`config.mk`:
```
export PLATFORM = sky130hd
export DESIGN_NAME = tdm_demux
export DESIGN_NICKNAME = d
export VERILOG_FILES = /design/src/rtl/tdm_demux.sv
export SDC_FILE = /design/constraint.sdc
export NUM_CORES = 1
export LEC_CHECK = 0
export ABC_AREA = 0
export CAP_MARGIN = 20
export CORE_UTILIZATION = 54
export CTS_CLUSTER_DIAMETER = 40
export CTS_CLUSTER_SIZE = 25
export DETAILED_ROUTE_END_ITERATION = 8
export GPL_TIMING_DRIVEN = 1
export PLACE_DENSITY = 0.84
export RECOVER_POWER = 100
export SLEW_MARGIN = 5
export SYNTH_ARGS = -nofsm -noshare
export SYNTH_HDL_FRONTEND = slang
export SYNTH_SLANG_ARGS = --single-unit
```
`constraint.sdc`:
```
create_clock -name clk -period 5.1 [get_ports clk]
set_clock_uncertainty 0.1 [all_clocks]
set_input_delay 0.765 -clock clk [delete_from_list [all_inputs] [get_ports clk]]
set_output_delay 0.765 -clock clk [all_outputs]
set_load 0.005 [all_outputs]
```
`src/rtl/tdm_demux.sv`:
```
// ---------------------------------------------------------------------------
// tdm_demux
//
// Time-division demultiplexer, the receive end of the mux-based channel
// combiner. A serial stream of WIDTH-bit words arrives one word per slot, in
// a repeating frame of CHANNELS slots. The sync flag marks slot 0 and is used
// to find and keep frame alignment. Words of a frame are collected in staging
// registers and, once the last slot arrives, the whole frame is published on
// dataout in a single edge, so downstream logic always sees a coherent
// snapshot of one frame.
//
// Ports
//   clk          rising-edge clock
//   rst_n        asynchronous active-low reset
//   datain       incoming channel word
//   valid_in     datain/sync are meaningful this cycle
//   sync         current word belongs to slot 0 (ignored when valid_in=0)
//   dataout      last complete frame, channel k at [k*WIDTH +: WIDTH]
//   frame_valid  one-cycle pulse when dataout is updated
//   locked       high while the block is frame-aligned
//   slot         slot index the next accepted word will take
//   sync_err     one-cycle pulse when sync shows up at a slot other than 0
// ---------------------------------------------------------------------------
module tdm_demux #(
   parameter int WIDTH    = 8,
   parameter int CHANNELS = 4,
   localparam int SLOTW   = $clog2(CHANNELS)
) (
   input  logic                        clk,
   input  logic                        rst_n,
   input  logic [WIDTH-1:0]            datain,
   input  logic                        valid_in,
   input  logic                        sync,
   output logic [CHANNELS*WIDTH-1:0]   dataout,
   output logic                        frame_valid,
   output logic                        locked,
   output logic [SLOTW-1:0]            slot,
   output logic                        sync_err
);

   typedef enum logic {
      HUNT   = 1'b0,
      LOCKED = 1'b1
   } state_t;

   localparam logic [SLOTW-1:0] LAST_SLOT  = SLOTW'(CHANNELS - 1);
   localparam logic [SLOTW-1:0] FIRST_NEXT = SLOTW'(1);

   state_t                      state_q;
   state_t                      state_d;
   logic [SLOTW-1:0]            slot_q;
   logic [SLOTW-1:0]            slot_d;
   logic [CHANNELS*WIDTH-1:0]   dataout_q;
   logic [CHANNELS*WIDTH-1:0]   dataout_d;
   logic                        frame_valid_q;
   logic                        frame_valid_d;
   logic                        sync_err_q;
   logic                        sync_err_d;

   logic                        stage_we;
   logic [SLOTW-1:0]            stage_idx;
   logic [WIDTH-1:0]            staging_q [CHANNELS-1];
   logic [CHANNELS*WIDTH-1:0]   frame_word;

   // The slot CHANNELS-1 word is never staged: it is merged directly with the
   // staged slots 0..CHANNELS-2 so the completed frame can be published on the
   // same edge that accepts its last word.
   always_comb begin
      frame_word = '0;
      for (int k = 0; k < CHANNELS - 1; k++) begin
         frame_word[k*WIDTH +: WIDTH] = staging_q[k];
      end
      frame_word[(CHANNELS-1)*WIDTH +: WIDTH] = datain;
   end

   // Next-state logic. Nothing moves unless a word is accepted. A sync seen
   // away from slot 0 while locked means we drifted out of alignment: the
   // partial frame is dropped and the word restarts a frame as slot 0, so we
   // stay locked and realign in one step instead of going back to hunting.
   // The sync-error branch is checked before frame completion, which keeps
   // frame_valid and sync_err mutually exclusive.
   always_comb begin
      state_d       = state_q;
      slot_d        = slot_q;
      dataout_d     = dataout_q;
      frame_valid_d = 1'b0;
      sync_err_d    = 1'b0;
      stage_we      = 1'b0;
      stage_idx     = slot_q;

      if (valid_in) begin
         unique case (state_q)
            HUNT: begin
               if (sync) begin
                  stage_we  = 1'b1;
                  stage_idx = '0;
                  slot_d    = FIRST_NEXT;
                  state_d   = LOCKED;
               end
            end

            LOCKED: begin
               if (sync && (slot_q != '0)) begin
                  sync_err_d = 1'b1;
                  stage_we   = 1'b1;
                  stage_idx  = '0;
                  slot_d     = FIRST_NEXT;
               end else if (slot_q == LAST_SLOT) begin
                  dataout_d     = frame_word;
                  frame_valid_d = 1'b1;
                  slot_d        = '0;
               end else begin
                  stage_we  = 1'b1;
                  stage_idx = slot_q;
                  slot_d    = slot_q + FIRST_NEXT;
               end
            end

            default: begin
               state_d = HUNT;
            end
         endcase
      end
   end

   // Control and output registers. Reset is asynchronous so a mid-frame reset
   // drops the block back to hunting and clears the visible frame at once.
   always_ff @(posedge clk or negedge rst_n) begin
      if (!rst_n) begin
         state_q       <= HUNT;
         slot_q        <= '0;
         dataout_q     <= '0;
         frame_valid_q <= 1'b0;
         sync_err_q    <= 1'b0;
      end else begin
         state_q       <= state_d;
         slot_q        <= slot_d;
         dataout_q     <= dataout_d;
         frame_valid_q <= frame_valid_d;
         sync_err_q    <= sync_err_d;
      end
   end

   // Staging registers for slots 0..CHANNELS-2. Only the addressed entry is
   // written; stale entries from an abandoned frame are simply overwritten as
   // the new frame fills in, since they are never published before that.
   always_ff @(posedge clk or negedge rst_n) begin
      if (!rst_n) begin
         for (int k = 0; k < CHANNELS - 1; k++) begin
            staging_q[k] <= '0;
         end
      end else if (stage_we) begin
         for (int k = 0; k < CHANNELS - 1; k++) begin
            if (stage_idx == SLOTW'(k)) begin
               staging_q[k] <= datain;
            end
         end
      end
   end

   // Every output comes straight from a flop.
   always_comb begin
      dataout     = dataout_q;
      frame_valid = frame_valid_q;
      sync_err    = sync_err_q;
      slot        = slot_q;
      locked      = (state_q == LOCKED);
   end

endmodule

```
## Yosys cells after proc, flatten, opt, wreduce, memory -nomap -nowiden

Index checks and enable logic that the tools add are counted.

| operators by class | value |
|---|---|
| add/subtract/negate cells | 1 |
| eq/ne operators | 4 |
| muxes and demuxes | 21 |
| bitwise operators | 2 |
| reduce and logical (&&, ||, !) cells | 8 |

Operators by type and width:

| operator | number |
|---|---|
| $mux W1 | 12 |
| $mux W2 | 6 |
| $pmux W2 S2 | 2 |
| $reduce_and A2 Y1 | 4 |
| $eq A2 B2 Y1 const B | 2 |
| $reduce_and A4 Y1 | 1 |
| $add A2 B1 Y2 const B | 1 |
| $eq A2 B1 Y1 const B | 1 |
| $logic_not A2 Y1 | 1 |
| $ne A2 B2 Y1 const B | 1 |
| $not A1 Y1 | 2 |
| $pmux W1 S2 | 1 |
| $reduce_bool A2 Y1 | 1 |
| $logic_and A1 B1 Y1 | 1 |

| word-level totals | value |
|---|---|
| flip-flop bits (word level) | 61 |
| input port bits | 12 |
| output and inout port bits | 37 |
| word-level logic and storage cells | 44 |

## Depth between registers and ports, before layout

Gate-level depths: netlist (run 1).

| depth | value |
|---|---|
| depth after elaboration | 7 |
| depth in mapped cells | 6 |
| mapped depth without buffers | 5 |

## Worst setup path before layout (run 1)

OpenSTA, ideal clock, no wires.

| path | value |
|---|---|
| path type | in2reg |
| from | input sync |
| to | register staging_q (netlist bit frame_word[10]) |
| library setup time | 0.125 ns |
| arrival | 1.730 ns |
| setup slack | 3.145 ns |
| cell stages on the path | 3 |
| buffers on the path | 0 |
| cells stage by stage | a21boi_1 -> nor4b_4 -> mux2_2 |

| between the ends | value |
|---|---|
| longest elaborated chain between the ends | 6 |
| elaborated cells on any way between the ends | 11 |
| those cells by class | 1 x eq/ne; 8 x mux; 2 x reduce/logical |

RTL lines:

| element | line | text |
|---|---|---|
| from (decl) | 33 | `input logic sync,` |
| $logic_and A1 B1 Y1 | 103 | `if (sync && (slot_q != '0)) begin` |
| $mux W2 | 103 |  |
| $pmux W2 S2 | 92 | `unique case (state_q)` |
| $mux W2 | 91 | `if (valid_in) begin` |
| $eq A2 B1 Y1 | 154 | `if (stage_idx == SLOTW'(k)) begin` |
| $reduce_and A2 Y1 (no source line) * | n/a |  |
| to (signal, indexed assignment) | 155 | `staging_q[k] <= datain;` |
| to (decl) | 62 | `logic [WIDTH-1:0] staging_q [CHANNELS-1];` |

Mark *: on every way between the ends. The rest lies on a longest branch, timed or not.
A chain may end at the register's enable or synchronous reset.

## Final worst setup path (run 1)

| path | value |
|---|---|
| from | input sync |
| to | register staging_q (netlist bit frame_word[11]) |

Same word-level chain as after synthesis.

==> summary.md, run 1 <==
| Metric | Value |
|---|---|
| Post-synth ARST share | `100%` |
| Maximum vdd drop | `402 uV` |
| Syn Inst Count | `145` |
| # nets final | `215` |
| Root Driver | `clkbuf_8` |
| Most frequent cell after synthesis | `dfrtp_1` |
| Synth warn | `0` |
| Top-Level Pins | `49` |
| CTS tree | `built` |
| Slew @ Worst Pin | `2.19 ns` |
| Area leader, netlist | `dfrtp_1` |
| Crit path required time | `5.22 ns` |
| Clk slew on worst S/H paths | `0.07 ns` |
| Final worst setup slack | `1.47 ns` |
| Final ANT Viol Nets | `0` |
| Largest stage delay on the critical path | `1.74 ns` |
| Leakage power total | `1.38 nW` |
| Final period util | `71.2%` |
| Placed cell count | `240` |
| RSZ-0062 raised after global routing | `no` |
| WP data arrival | `3.75 ns` |
| Setup Buffers After CTS | `0` |
| Area grow syn2layout | `28.2%` |
| Core ar. | `4090 sq um` |
| Max_slew headroom | `-48.1%` |
| Chip width | `68.1 um` |
| Fraction of layout cells with a size suffix above 1 | `19.9%` |
| Syn nets | `159` |
| HP Class | `reg2reg` |
| Post-synth top area share | `64.8%` |
| Cell Pwr Density | `580 nW/um^2` |
| Die Y | `68.1 um` |
| Pre-Repair DR Iteration Count | `4` |
| Clk sinks | `61` |
| Sum Neg Setup Slack | `0 ns` |
| Fin. max-slew vios | `43` |
| Total number of vias | `1396` |
| Avg WL per Cell | `16.6 um` |
| DP Worst Slack | `1.76 ns` |
| Max Cap Viol | `2` |
| Initial cell density of the core | `57.7%` |
| # setup viols final | `0` |
| Post-synthesis sequential area ratio | `64.8%` |
| Violated checks | `max-capacitance violations, max-slew violations` |
| Number of synthesized register bits | `61` |
| Crit-path max FO | `8` |
| Most area-consuming cells after synthesis | `dfrtp_1, mux2_1, mux2_2` |
| Synthesized cell area | `2360 sq um` |
| Worst-Skew Late Latency | `0.34 ns` |
| Final wirelength | `4.24 mm` |
| GPL Wtd Cong | `0.779` |
| Initial DRC Count | `91` |
| Gr usage total | `21.3%` |
| Die area | `4630 sq um` |
| GRT overflow | `0` |
| Synth cell types | `22` |
| Critical path endpoint category | `register` |
| EDFF count, synth | `0` |
| Vias in the first global route | `1378` |
| Mean post-synth cell area | `16.3 sq um` |
| PostCTS Resize Cnt | `0` |
| Total CTS buffers | `9` |
| Vias/cell | `5.45` |
| Min Tclk post-route | `3.63 ns` |
| Commonest cells in the netlist | `dfrtp_1, mux2_1, mux2_2` |
| Worst path bufs/invs | `1` |
| CP top delay family | `simple AND/OR/NAND/NOR gates` |
| Non-Filler Instances | `256` |
| Final hold vios | `0` |
| DRC violations left | `0` |
| Row Count | `23` |
| Max Fclk | `0.275 GHz` |
| N_diodes | `0` |
| Main synth FF type | `dfrtp_1` |
| Initial antenna violation count | `0` |
| WS Path Type | `in2reg` |
| DP HPWL | `2.85 mm` |
| Hold buffer count at cts | `0` |
| Outcome | `finished with violations` |
| Htree depth | `3` |
| I/O Buffers | `48` |
| Clock Tree Buf Depth | `2` |
| Cell Chain, Critical Path | `dlygate4sd3_1, a21boi_0, nor4b_1, mux2_2` |
| First-pass GRT wire length | `6.71 mm` |
| Pin count of the biggest net entering global routing | `62` |
| Critical Path Start Type | `input port` |
| Fillcell total | `263` |
| Worst path slowest cell | `nor4b_1` |
state kept, by name, indices dropped and copies added, names as in the netlist:
| signal | flops |
|---|---|
| dataout | 32 |
| slot | 2 |
| locked | 1 |
| frame_word | 24 |
| frame_valid | 1 |
| sync_err | 1 |
worst paths after layout:
kind	startpoint	end	slack (ns)	depth (start not counted)
min	frame_word[22]	dataout[22]	0.38	1
max reg2reg	slot[1]	frame_word[11]	1.76	5
min in group asynchronous	rst_n	sync_err	0.48	2
max in group asynchronous	rst_n	dataout[21]	3.92	2
min reg2reg	frame_word[22]	dataout[22]	0.38	1
max	sync	frame_word[11]	1.47	4
metrics by stage:
step                      power, mW  hold WS [ns]  utilization [%]  cell area (sq um)
after floorplan                1.10         0.352                -               2360
after global placement         1.43         0.359             70.5               2880
after detailed placement       1.48         0.373             70.5               2880
after CTS                      1.85         0.381             74.7               3050
after global routing           1.86         0.384             73.9               3020
final                          1.75         0.379             73.9               3020
worst register-to-register path, delay by kind of cell (launching register included):
| kind | cells | cell delay [ns] |
|---|---|---|
| buf+inv | 1 | 0.13 |
| compound gates | 1 | 0.16 |
| flops | 1 | 0.44 |
| fa+ha+maj | 1 | 0.19 |
| mux | 1 | 0.46 |
| simple gates | 1 | 1.75 |
cells by family after synthesis:
| group | after synthesis | synth area share, % |
|---|---|---|
| flops | 61 | 64.8 |
| simple gates | 11 | 3.72 |
| mux | 56 | 26.8 |
| compound gates | 7 | 2.23 |
| buf+inv | 8 | 1.49 |
| fa+ha+maj | 2 | 1.06 |
metal layers:
metal | global-route usage (%) | vias to the layer above | wire, um
li1 | - | 636 | -
met1 | 25.8 | 705 | 1900
met2 | 31.7 | 46 | 2000
met3 | 9.00 | 9 | 255
met4 | 12.5 | 0 | 87
met5 | 0 | - | 0
cell type report:
cell class	count	area, sq um	share of cell area, %
Sequential cell	61	1530	50.5
Tap cell	50	62.6	2.07
Inverter	4	15.0	0.497
Clock buffer	12	145	4.80
Timing Repair Buffer	49	483	16.0
Multi-Input combinational cell	76	766	25.3
Clock inverter	4	23.8	0.787
cells in the final DEF (no fill, tap or decap), drive strengths merged, types with 3 or more instances in the layout:
cell,instances
clkbuf,12
inv,4
mux2,56
dlygate4sd3,39
nor2,3
dfrtp,61
clkinv,4
clkdlybuf4s50,8
report_power, final:
group / switching (mW) / leakage [nW] / internal [mW]
logic: 0.195 / 0.551 / 0.363
registers: 0.113 / 0.738 / 0.715
clock network: 0.177 / 0.0901 / 0.188
Note: power is estimated with default switching activity, not from simulation.
==> inputs of run 2 (changes only) <==
CORE_UTILIZATION = 45   (was 54)
PLACE_DENSITY = 0.74   (was 0.84)
clock period = 3.1 ns   (was 5.1 ns; I/O delays follow)
==> run 2 against run 1 <==
Effect of this change: the run now ends clean; sequential share of layout area shrank 1.2 points; routed wire length grew 3.4%; critical endpoint is now dataout[17]; non-clock buffer count grew 1; global-route usage shrank 3.1 points.
==> summary.md, run 2 (synthesis results as in run 1) <==
| Metric | Value |
|---|---|
| Initial antenna violation count | `0` |
| Initial DRC Count | `80` |
| Switching Fraction | `26.6%` |
| Crit-path max FO | `33` |
| Die Y | `74.4 um` |
| Fin. max-slew vios | `0` |
| N_diodes | `0` |
| # nets final | `216` |
| DP HPWL | `3.05 mm` |
| Most frequent cells in the layout | `dfrtp_1, dlygate4sd3_1, mux2_1` |
| Setup Buffers After CTS | `0` |
| Sum Neg Setup Slack | `0 ns` |
| # setup viols final | `0` |
| Final total power | `3.01 mW` |
| Pin count of the biggest net entering global routing | `41` |
| Final period util | `80.0%` |
| Clk slew on worst S/H paths | `0.06 ns` |
| Fraction of layout cells with a size suffix above 1 | `22.7%` |
| WP data arrival | `2.58 ns` |
| Clk sinks | `61` |
| Clock power share | `23.9%` |
| Hold buffer count at cts | `0` |
| Critical Path Start Type | `input port` |
| Max_slew headroom | `23.9%` |
| Die area | `5530 sq um` |
| Dpl cell area | `2910 sq um` |
| Cell Pwr Density | `972 nW/um^2` |
| Comb pwr share | `30.7%` |
| Part of the power in registers | `45.4%` |
| Avg WL per Cell | `16.0 um` |
| Htree depth | `3` |
| Vias/cell | `5.08` |
| Outcome | `finished clean` |
| Row Count | `25` |
| Final ANT Viol Nets | `0` |
| Most common cell after layout, fill and taps aside | `dfrtp_1` |
| CTS tree | `built` |
| Chip width | `74.4 um` |
| Max Cap Viol | `0` |
| Final hold vios | `0` |
| GPL Wtd Cong | `0.813` |
| Crit path required time | `3.20 ns` |
| GRT overflow | `0` |
| Max FFs per register | `32` |
| Max Fclk | `0.403 GHz` |
| Slew @ Worst Pin | `1.14 ns` |
| Design Area, Final | `3100 sq um` |
| RSZ-0062 raised after global routing | `no` |
| Critical path endpoint category | `register` |
| Final wirelength | `4.39 mm` |
| DRC violations left | `0` |
| Core ar. | `4880 sq um` |
| Clock Tree Buf Depth | `2` |
| Total number of vias | `1392` |
| Root Driver | `clkbuf_8` |
| Int Power | `2.21 mW` |
| Top-Level Pins | `49` |
| Leakage power total | `1.40 nW` |
| Min Tclk post-route | `2.48 ns` |
| Maximum vdd drop | `445 uV` |
| Pre-Repair DR Iteration Count | `4` |
| First-pass GRT wire length | `7.26 mm` |
| WS Path Type | `in2reg` |
| Vias in the first global route | `1473` |
| Net load switching power | `0.802 mW` |
| HP Class | `in2async` |
| I/O Buffers | `48` |
| PostCTS Resize Cnt | `0` |
| Total CTS buffers | `9` |
| Area grow syn2layout | `31.4%` |
| Worst-Skew Late Latency | `0.32 ns` |
| Gr usage total | `18.3%` |
| Initial cell density of the core | `48.3%` |
[run 2: cell count changes in the layout (fill, tap and decap cells not counted), moves of 2 or more]
| cell | before | now |
|---|---|---|
| clkbuf_2 | 0 | 2 |
| clkbuf_8 | 10 | 12 |
| mux2_1 | 31 | 29 |
| mux2_2 | 25 | 27 |
[run 2: cell type report]
type                            instances  area (sq um)
Tap cell                               67          83.8
Multi-Input combinational cell         76           777
Sequential cell                        61          1530
Clock inverter                          4          45.0
Clock buffer                           12           165
Fill cell                             375          1780
Inverter                                4          15.0
Timing Repair Buffer                   50           484
[run 2: metal layers]
metal / track usage [%] / part of all wire [%]
met1: 22.0 / 42
met2: 30.6 / 53
met3: 4.61 / 3.6
met4: 9.01 / 1.4
met5: 0 / 0
[run 2: power groups by stage]
stage	clock network (mW)	logic [mW]	registers (mW)
3_3_place_gp	0	0.992	1.37
3_5_place_dp	0	1.04	1.40
2_1_floorplan	0	0.451	1.36
5_1_grt	0.774	1.02	1.42
6_report	0.720	0.925	1.37
4_1_cts	0.737	1.05	1.38
[run 2: per-stage QoR]
step | worst slack (ns) | cells | hold slack [ns] | util, %
global placement | 0.770 | 258 | 0.331 | 59.7
finish | 0.619 | 274 | 0.241 | 63.5
global route | 0.506 | 274 | 0.341 | 63.5
detailed placement | 0.662 | 258 | 0.355 | 59.7
floorplan | 1.22 | 145 | 0.0694 | -
CTS | 0.966 | 274 | 0.00445 | 64.0
[run 2: final timing paths]
kind / endpoint / depth (start not counted) / slack, ns / startpoint
min in group clk: dataout[5] / 1 / 0.38 / frame_word[5]
worst max-delay path: dataout[17] / 5 / 0.62 / valid_in
worst min-delay path: slot[0] / 1 / 0.24 / rst_n
max in group asynchronous: dataout[20] / 2 / 1.13 / rst_n
worst max register to register: frame_word[15] / 5 / 0.71 / slot[1]
worst min register to register: dataout[5] / 1 / 0.38 / frame_word[5]
[run 2: worst max-delay path, stage by stage]
cell and delay [ns]:
dlygate4sd3_1 0.65, and2_0 0.34, nand3_2 0.10, clkbuf_2 0.51, mux2_1 0.50
